===== src/rtl/div_pkg.sv =====
// div_pkg: shared types and constants for the sequential divider.
//   state_t           : divider FSM states (IDLE, RUN, FIX, DONE)
//   ITER_COUNT        : number of non-restoring iterations per division
//   DIV_ZERO_QUOTIENT : quotient reported for a zero divisor
package div_pkg;
   typedef enum logic [1:0] {IDLE, RUN, FIX, DONE} state_t;
   localparam int ITER_COUNT = 32;
   localparam logic [31:0] DIV_ZERO_QUOTIENT = 32'hFFFF_FFFF;
endpackage


===== src/rtl/addsub_w.sv =====
// addsub_w: WIDTH+1 bit ripple-carry adder/subtractor, o_sum = i_a + (i_b ^ {i_sub}) + i_sub.
//   i_a, i_b : operands (WIDTH+1 bits)
//   i_sub    : 1 = subtract (inverts i_b, carry-in 1), 0 = add
//   o_sum    : result (WIDTH+1 bits)
//   o_c_out  : carry out of the top bit
module addsub_w #(
   parameter int WIDTH = 32
) (
   input  logic [WIDTH:0] i_a,
   input  logic [WIDTH:0] i_b,
   input  logic           i_sub,
   output logic [WIDTH:0] o_sum,
   output logic           o_c_out
);
   logic [WIDTH+1:0] w_c;
   logic [WIDTH:0]   w_b;
   always_comb begin
      w_b    = i_b ^ {(WIDTH+1){i_sub}};
      w_c    = '0;
      w_c[0] = i_sub;
      o_sum  = '0;
      for (int k = 0; k <= WIDTH; k++) begin
         o_sum[k]   = i_a[k] ^ w_b[k] ^ w_c[k];
         w_c[k+1]   = (i_a[k] & w_b[k]) | (w_c[k] & (i_a[k] ^ w_b[k]));
      end
      o_c_out = w_c[WIDTH+1];
   end
endmodule


===== src/rtl/div_seq.sv =====
// div_seq: multi-cycle 32-bit non-restoring divider (quotient -> LO, remainder -> HI).
//   i_clk, i_rst_n            : rising-edge clock, asynchronous active-low reset
//   i_start                   : start a division (sampled only in IDLE)
//   i_dividend, i_divisor     : operands, captured on an accepted start
//   o_busy                    : high in RUN and FIX
//   o_done                    : one-cycle pulse, results valid from this cycle
//   o_quotient, o_remainder   : results, held until the next division completes
//   o_div_zero                : divisor was zero; cleared by the next accepted start
// Build option: define DIV_SIGNED_EN for two's complement operands (default unsigned).
module div_seq
   import div_pkg::*;
#(
   parameter int WIDTH = 32
) (
   input  logic             i_clk,
   input  logic             i_rst_n,
   input  logic             i_start,
   input  logic [WIDTH-1:0] i_dividend,
   input  logic [WIDTH-1:0] i_divisor,
   output logic             o_busy,
   output logic             o_done,
   output logic [WIDTH-1:0] o_quotient,
   output logic [WIDTH-1:0] o_remainder,
   output logic             o_div_zero
);
   localparam int CW = $clog2(ITER_COUNT);
   localparam logic [CW-1:0] LAST = CW'(ITER_COUNT - 1);

   state_t           r_state, w_state_next;
   logic [WIDTH:0]   r_p, r_d;
   logic [WIDTH-1:0] r_q;
   logic [CW-1:0]    r_cnt;
   logic [WIDTH-1:0] r_quotient, r_remainder;
   logic             r_div_zero;

   logic             w_accept, w_dz;
   logic [WIDTH-1:0] w_dvd_mag, w_dsr_mag, w_quot_fix, w_rem_fix, w_rem;
   logic [WIDTH:0]   w_a, w_b, w_sum;
   logic             w_sub, w_unused_c_out;

   assign w_accept = (r_state == IDLE) && i_start;
   assign w_dz     = (i_divisor == '0);
   assign w_rem    = w_sum[WIDTH-1:0];

   // One shared adder: RUN shifts P:Q in and adds or subtracts D by the sign of the old P;
   // FIX adds D back only when the partial remainder ended negative.
   assign w_a   = (r_state == RUN) ? {r_p[WIDTH-1:0], r_q[WIDTH-1]} : r_p;
   assign w_b   = ((r_state == RUN) || r_p[WIDTH]) ? r_d : '0;
   assign w_sub = (r_state == RUN) && !r_p[WIDTH];

   addsub_w #(.WIDTH(WIDTH)) u_addsub (
      .i_a     (w_a),
      .i_b     (w_b),
      .i_sub   (w_sub),
      .o_sum   (w_sum),
      .o_c_out (w_unused_c_out)
   );

`ifdef DIV_SIGNED_EN
   logic r_sign_q, r_sign_r;
   assign w_dvd_mag  = i_dividend[WIDTH-1] ? -i_dividend : i_dividend;
   assign w_dsr_mag  = i_divisor[WIDTH-1]  ? -i_divisor  : i_divisor;
   assign w_quot_fix = r_sign_q ? -r_q   : r_q;
   assign w_rem_fix  = r_sign_r ? -w_rem : w_rem;
   always_ff @(posedge i_clk or negedge i_rst_n) begin
      if (!i_rst_n) begin
         r_sign_q <= 1'b0;
         r_sign_r <= 1'b0;
      end else if (w_accept) begin
         r_sign_q <= i_dividend[WIDTH-1] ^ i_divisor[WIDTH-1];
         r_sign_r <= i_dividend[WIDTH-1];
      end
   end
`else
   assign w_dvd_mag  = i_dividend;
   assign w_dsr_mag  = i_divisor;
   assign w_quot_fix = r_q;
   assign w_rem_fix  = w_rem;
`endif

   always_ff @(posedge i_clk or negedge i_rst_n) begin
      if (!i_rst_n) r_state <= IDLE;
      else          r_state <= w_state_next;
   end

   always_comb begin
      w_state_next = r_state;
      o_busy       = 1'b0;
      o_done       = 1'b0;
      case (r_state)
         IDLE: if (i_start) w_state_next = w_dz ? DONE : RUN;
         RUN: begin
            o_busy = 1'b1;
            if (r_cnt == LAST) w_state_next = FIX;
         end
         FIX: begin
            o_busy       = 1'b1;
            w_state_next = DONE;
         end
         DONE: begin
            o_done       = 1'b1;
            w_state_next = IDLE;
         end
         default: w_state_next = IDLE;
      endcase
   end

   always_ff @(posedge i_clk or negedge i_rst_n) begin
      if (!i_rst_n) begin
         r_p         <= '0;
         r_d         <= '0;
         r_q         <= '0;
         r_cnt       <= '0;
         r_quotient  <= '0;
         r_remainder <= '0;
         r_div_zero  <= 1'b0;
      end else if (w_accept) begin
         r_p        <= '0;
         r_d        <= {1'b0, w_dsr_mag};
         r_q        <= w_dvd_mag;
         r_cnt      <= '0;
         r_div_zero <= w_dz;
         if (w_dz) begin
            r_quotient  <= DIV_ZERO_QUOTIENT;
            r_remainder <= i_dividend;
         end
      end else if (r_state == RUN) begin
         r_p   <= w_sum;
         r_q   <= {r_q[WIDTH-2:0], ~w_sum[WIDTH]};
         r_cnt <= r_cnt + 1'b1;
      end else if (r_state == FIX) begin
         r_p         <= w_sum;
         r_quotient  <= w_quot_fix;
         r_remainder <= w_rem_fix;
      end
   end

   assign o_quotient  = r_quotient;
   assign o_remainder = r_remainder;
   assign o_div_zero  = r_div_zero;
endmodule


===== config.mk =====
export PLATFORM = sky130hd
export DESIGN_NAME = div_seq
export DESIGN_NICKNAME = d
export VERILOG_FILES = /design/src/rtl/div_pkg.sv /design/src/rtl/addsub_w.sv /design/src/rtl/div_seq.sv
export SDC_FILE = /design/constraint.sdc
export NUM_CORES = 1
export LEC_CHECK = 0
export ABC_AREA = 1
export BUFFER_PORTS_ARGS = -buffer_cell sky130_fd_sc_hd__buf_4
export CAP_MARGIN = 20
export CORE_MARGIN = 4
export CORE_UTILIZATION = 51
export CTS_BUF_LIST = sky130_fd_sc_hd__clkbuf_8
export DETAILED_ROUTE_END_ITERATION = 6
export HOLD_SLACK_MARGIN = 0.02
export PLACE_DENSITY = 0.75
export SYNTH_ARGS = -nofsm -noshare
export SYNTH_HDL_FRONTEND = slang
export SYNTH_SLANG_ARGS = --single-unit

===== constraint.sdc =====
create_clock -name i_clk -period 17.19 [get_ports i_clk]
set_input_delay 2.5785 -clock i_clk [delete_from_list [all_inputs] [get_ports i_clk]]
set_output_delay 2.5785 -clock i_clk [all_outputs]
set_load 0.02 [all_outputs]

==> results.py <==
metrics = {
    "sta": {
        "fin_tns_setup_ns": 0,
        "drv_slew": 0,
        "finalCritPeriodShare_pct": 94.4,
        "setup_viol": 0,
        "fmax_mhz": 61.6,
        "timing.slew.headroom_pct": 35.3,
        "fin_crit_ns": 16.23,
        "layout_setup_ws_ns": 0.955,
        "whs_ns": 0.485,
        "rsz0062_at_grt": "no",
        "max_slew.worst_pin.slew_ns": 0.970,
        "hold_viol_final": 0,
        "fin_worst_skew_ns": 0.0153,
    },
    "routing": {
        "via_count": 7182,
        "ant_nets": 0,
        "post_drt_via_cell_ratio": 5.16,
        "routed_wl_um": 21200,
        "drtIter0Drc": 476,
        "drc": 0,
        "first_pass_iters": 5,
        "wl_per_cell_um": 15.2,
    },
    "cells_and_area": {
        "nets": 1260,
        "antennaDiodeCount": 0,
        "final_util_pct": 59.4,
        "fill_cells": 1566,
        "final-seq-area_um2": 4230,
        "area_growth_syn_to_layout_pct": 14.9,
        "drive_above_1_share_pct": 16.5,
        "multiInputGateArea_um2": 4040,
        "fin_area_um2": 10200,
    },
    "logic_synthesis": {
        "ys_ff_latch": 169,
        "ys_warn_count": 0,
        "synth.net_count": 1162,
        "synth_top_area_share_pct": 47.5,
        "synth_area_leaders": "dfrtp_1, nand2_1, fa_1, nand3_1, xor2_1",
        "synth_edf_count": 0,
        "syn_avg_cell_area_um2": 8.44,
        "async_reset_ff_share_pct": 100,
        "synth.largest_area_cell": "dfrtp_1",
        "ys_seq_area_share_pct": 47.5,
        "syn_inst": 1056,
        "netlist_area_um2": 8910,
        "synth_flop_cell": "dfrtp_1",
        "synth_cell_types": 35,
    },
    "power": {
        "pwr-share-clk_pct": 11.3,
        "seqPwrFrac_pct": 28.8,
        "p_leak_nw": 5.44,
        "p_comb_share_pct": 59.9,
        "p_int_mw": 1.25,
        "p_sw_share_pct": 47.9,
        "p_switching_mw": 1.15,
        "max-vdd-ir-drop_mv": 0.0972,
        "pwr_density_cell_nw_per_um2": 234,
    },
    "global_routing": {
        "grt_overflow": 0,
        "antenna_found_initial": 0,
        "grt_pass1_wl_um": 35100,
        "first_global_vias": 6780,
        "grt_use_total_pct": 22.1,
        "grt_max_degree": 97,
    },
    "clocking": {
        "post_cts_buffers": 0,
        "clkLatencyLatePin_ns": 0.47,
        "root_buffer": "clkbuf_8",
        "clock_sinks": 169,
        "clockBufferDepth": 2,
        "numCtsBuffers": 17,
        "ctsResizeCount": 0,
        "h-tree-depth": 4,
        "cts_tree": "done",
        "cts.clk_slew.worst_paths_ns": 0.08,
        "cts_hold_buf": 0,
    },
    "run_status": {
        "status": "completed",
    },
    "worst_setup_path": {
        "cp_max_fo": 28,
        "path_class": "register to register",
        "crit_path_frequent_cell": "fa_1",
        "cp-start-kind": "register",
        "cp-end-kind": "register",
        "required_ns": 17.54,
        "crit_slowest_cell": "ha_1",
        "cpPeakStageDelay_ns": 0.49,
        "arrival_ns": 16.59,
    },
    "flow_run": {
        "maxCapViolations": 0,
    },
    "die": {
        "boundaryPins": 134,
        "core_area_um2": 17200,
        "start_util_pct": 51.7,
        "fp.dieArea_um2": 19700,
        "die_x_um": 140,
        "fp-row-count": 48,
        "die_h_um": 140,
    },
    "placement": {
        "io_buffers": 133,
        "dp_hpwl_um": 14700,
        "pre_cts_slack_ns": 0.986,
        "placed_cell_area_um2": 9860,
        "gp_congestion": 0.851,
    },
    "min_path": {
        "min_path_type": "register to register",
    },
}
[logic make-up (layout without fill, tap and decap cells)]
kind of cell	after synthesis	count (layout)	synth area share [%]
AO/OA/AOI/OAI	97	97	6.96
XOR/XNOR	34	34	3.34
AND/OR/NAND/NOR	589	589	26.8
buffers and inverters	127	238	7.27
adder cells (fa/ha/maj)	39	39	8.09
multiplexers	1	1	0.112
flip-flops	169	169	47.5
[cell usage after synthesis, types with 2 or more instances]
cell / number
xor2_1: 32
a21oi_1: 4
o21ai_0: 25
nand3_1: 58
fa_1: 31
xnor2_1: 2
buf_6: 17
o31ai_1: 3
nand2_1: 485
nand3_2: 9
o21ai_1: 29
nor2_4: 2
buf_4: 3
dfrtp_1: 169
nand2_2: 2
inv_2: 4
inv_1: 59
ha_1: 8
buf_2: 22
nor2_1: 23
clkbuf_1: 16
buf_1: 5
o221ai_1: 31
nor3_1: 6
[area by class of cell]
| class | instances | share of cell area (%) |
|---|---|---|
| multi-input combinational | 760 | 39.4 |
| clock inverter | 12 | 1.00 |
| inverter | 64 | 2.39 |
| timing repair buffer | 142 | 10.4 |
| tap | 225 | 2.75 |
| clock buffer | 20 | 2.69 |
| sequential | 169 | 41.3 |
[power groups by stage]
stage / combinational, mW / sequential, mW / clock (mW)
finish: 1.43 / 0.689 / 0.270
global route: 1.63 / 0.710 / 0.294
CTS: 1.45 / 0.688 / 0.275
detailed placement: 1.44 / 0.695 / 0
global placement: 1.40 / 0.690 / 0
floorplan: 1.01 / 0.751 / 0
[worst max-delay path: cells and delay by family (launching register included)]
family | cells | cell delay [ns]
XOR/XNOR | 1 | 0.19
buffers and inverters | 7 | 0.83
flip-flops | 1 | 0.40
adder cells (fa/ha/maj) | 32 | 13.95
AND/OR/NAND/NOR | 4 | 0.43
AO/OA/AOI/OAI | 3 | 0.31
[sequential cells by signal, summed over array words and instances (netlist names)]
name         cells
r_p             33
r_q             32
o_quotient      32
o_div_zero       1
r_state          2
r_d             32
r_cnt            5
o_remainder     32
[per-stage QoR]
stage	std cells	power, mW
2_1_floorplan	1056	1.76
3_3_place_gp	1360	2.09
3_5_place_dp	1360	2.14
4_1_cts	1392	2.41
5_1_grt	1392	2.64
6_report	1392	2.39
[cell usage in the layout (no fill, tap or decap), types with 2 or more instances in the layout]
cell type / netlist / layout
nand2_1: 485 / 484
dfrtp_1: 169 / 169
buf_4: 3 / 141
inv_1: 59 / 61
nand3_1: 58 / 58
xor2_1: 32 / 32
o221ai_1: 31 / 31
fa_1: 31 / 31
o21ai_1: 29 / 29
o21ai_0: 25 / 25
nor2_1: 23 / 23
clkbuf_8: 0 / 20
nand3_2: 9 / 9
ha_1: 8 / 8
nor3_1: 6 / 6
clkinv_4: 1 / 5
inv_2: 4 / 4
a21oi_1: 4 / 4
nand2_2: 2 / 3
o31ai_1: 3 / 3
clkinv_2: 0 / 3
nor2_4: 2 / 2
xnor2_1: 2 / 2
clkinvlp_4: 0 / 2
[layer usage]
layer | vias up | part of all wire [%] | track usage (%)
met5 | - | 0 | 0
met4 | 0 | 1.6 | 6.88
met3 | 26 | 7.3 | 4.13
met2 | 244 | 44 | 32.0
met1 | 3385 | 47 | 33.8
li1 | 3527 | - | -
[worst paths after layout]
kind	start	endpoint	slack, ns	cells after the start
setup reg to reg	r_state[1]$_DFFE_PN0P_	r_q[0]$_DFFE_PN0P_	0.96	47
setup / recovery	r_state[1]$_DFFE_PN0P_	r_q[0]$_DFFE_PN0P_	0.96	47
max in group asynchronous	i_rst_n	o_quotient[4]$_DFFE_PN0P_	13.36	3
hold / removal	r_d[17]$_DFFE_PN0P_	r_d[17]$_DFFE_PN0P_	0.49	2
min in group asynchronous	i_rst_n	r_d[28]$_DFFE_PN0P_	2.11	1
hold reg to reg	r_d[17]$_DFFE_PN0P_	r_d[17]$_DFFE_PN0P_	0.49	2
(Power assumes the default switching activity.)
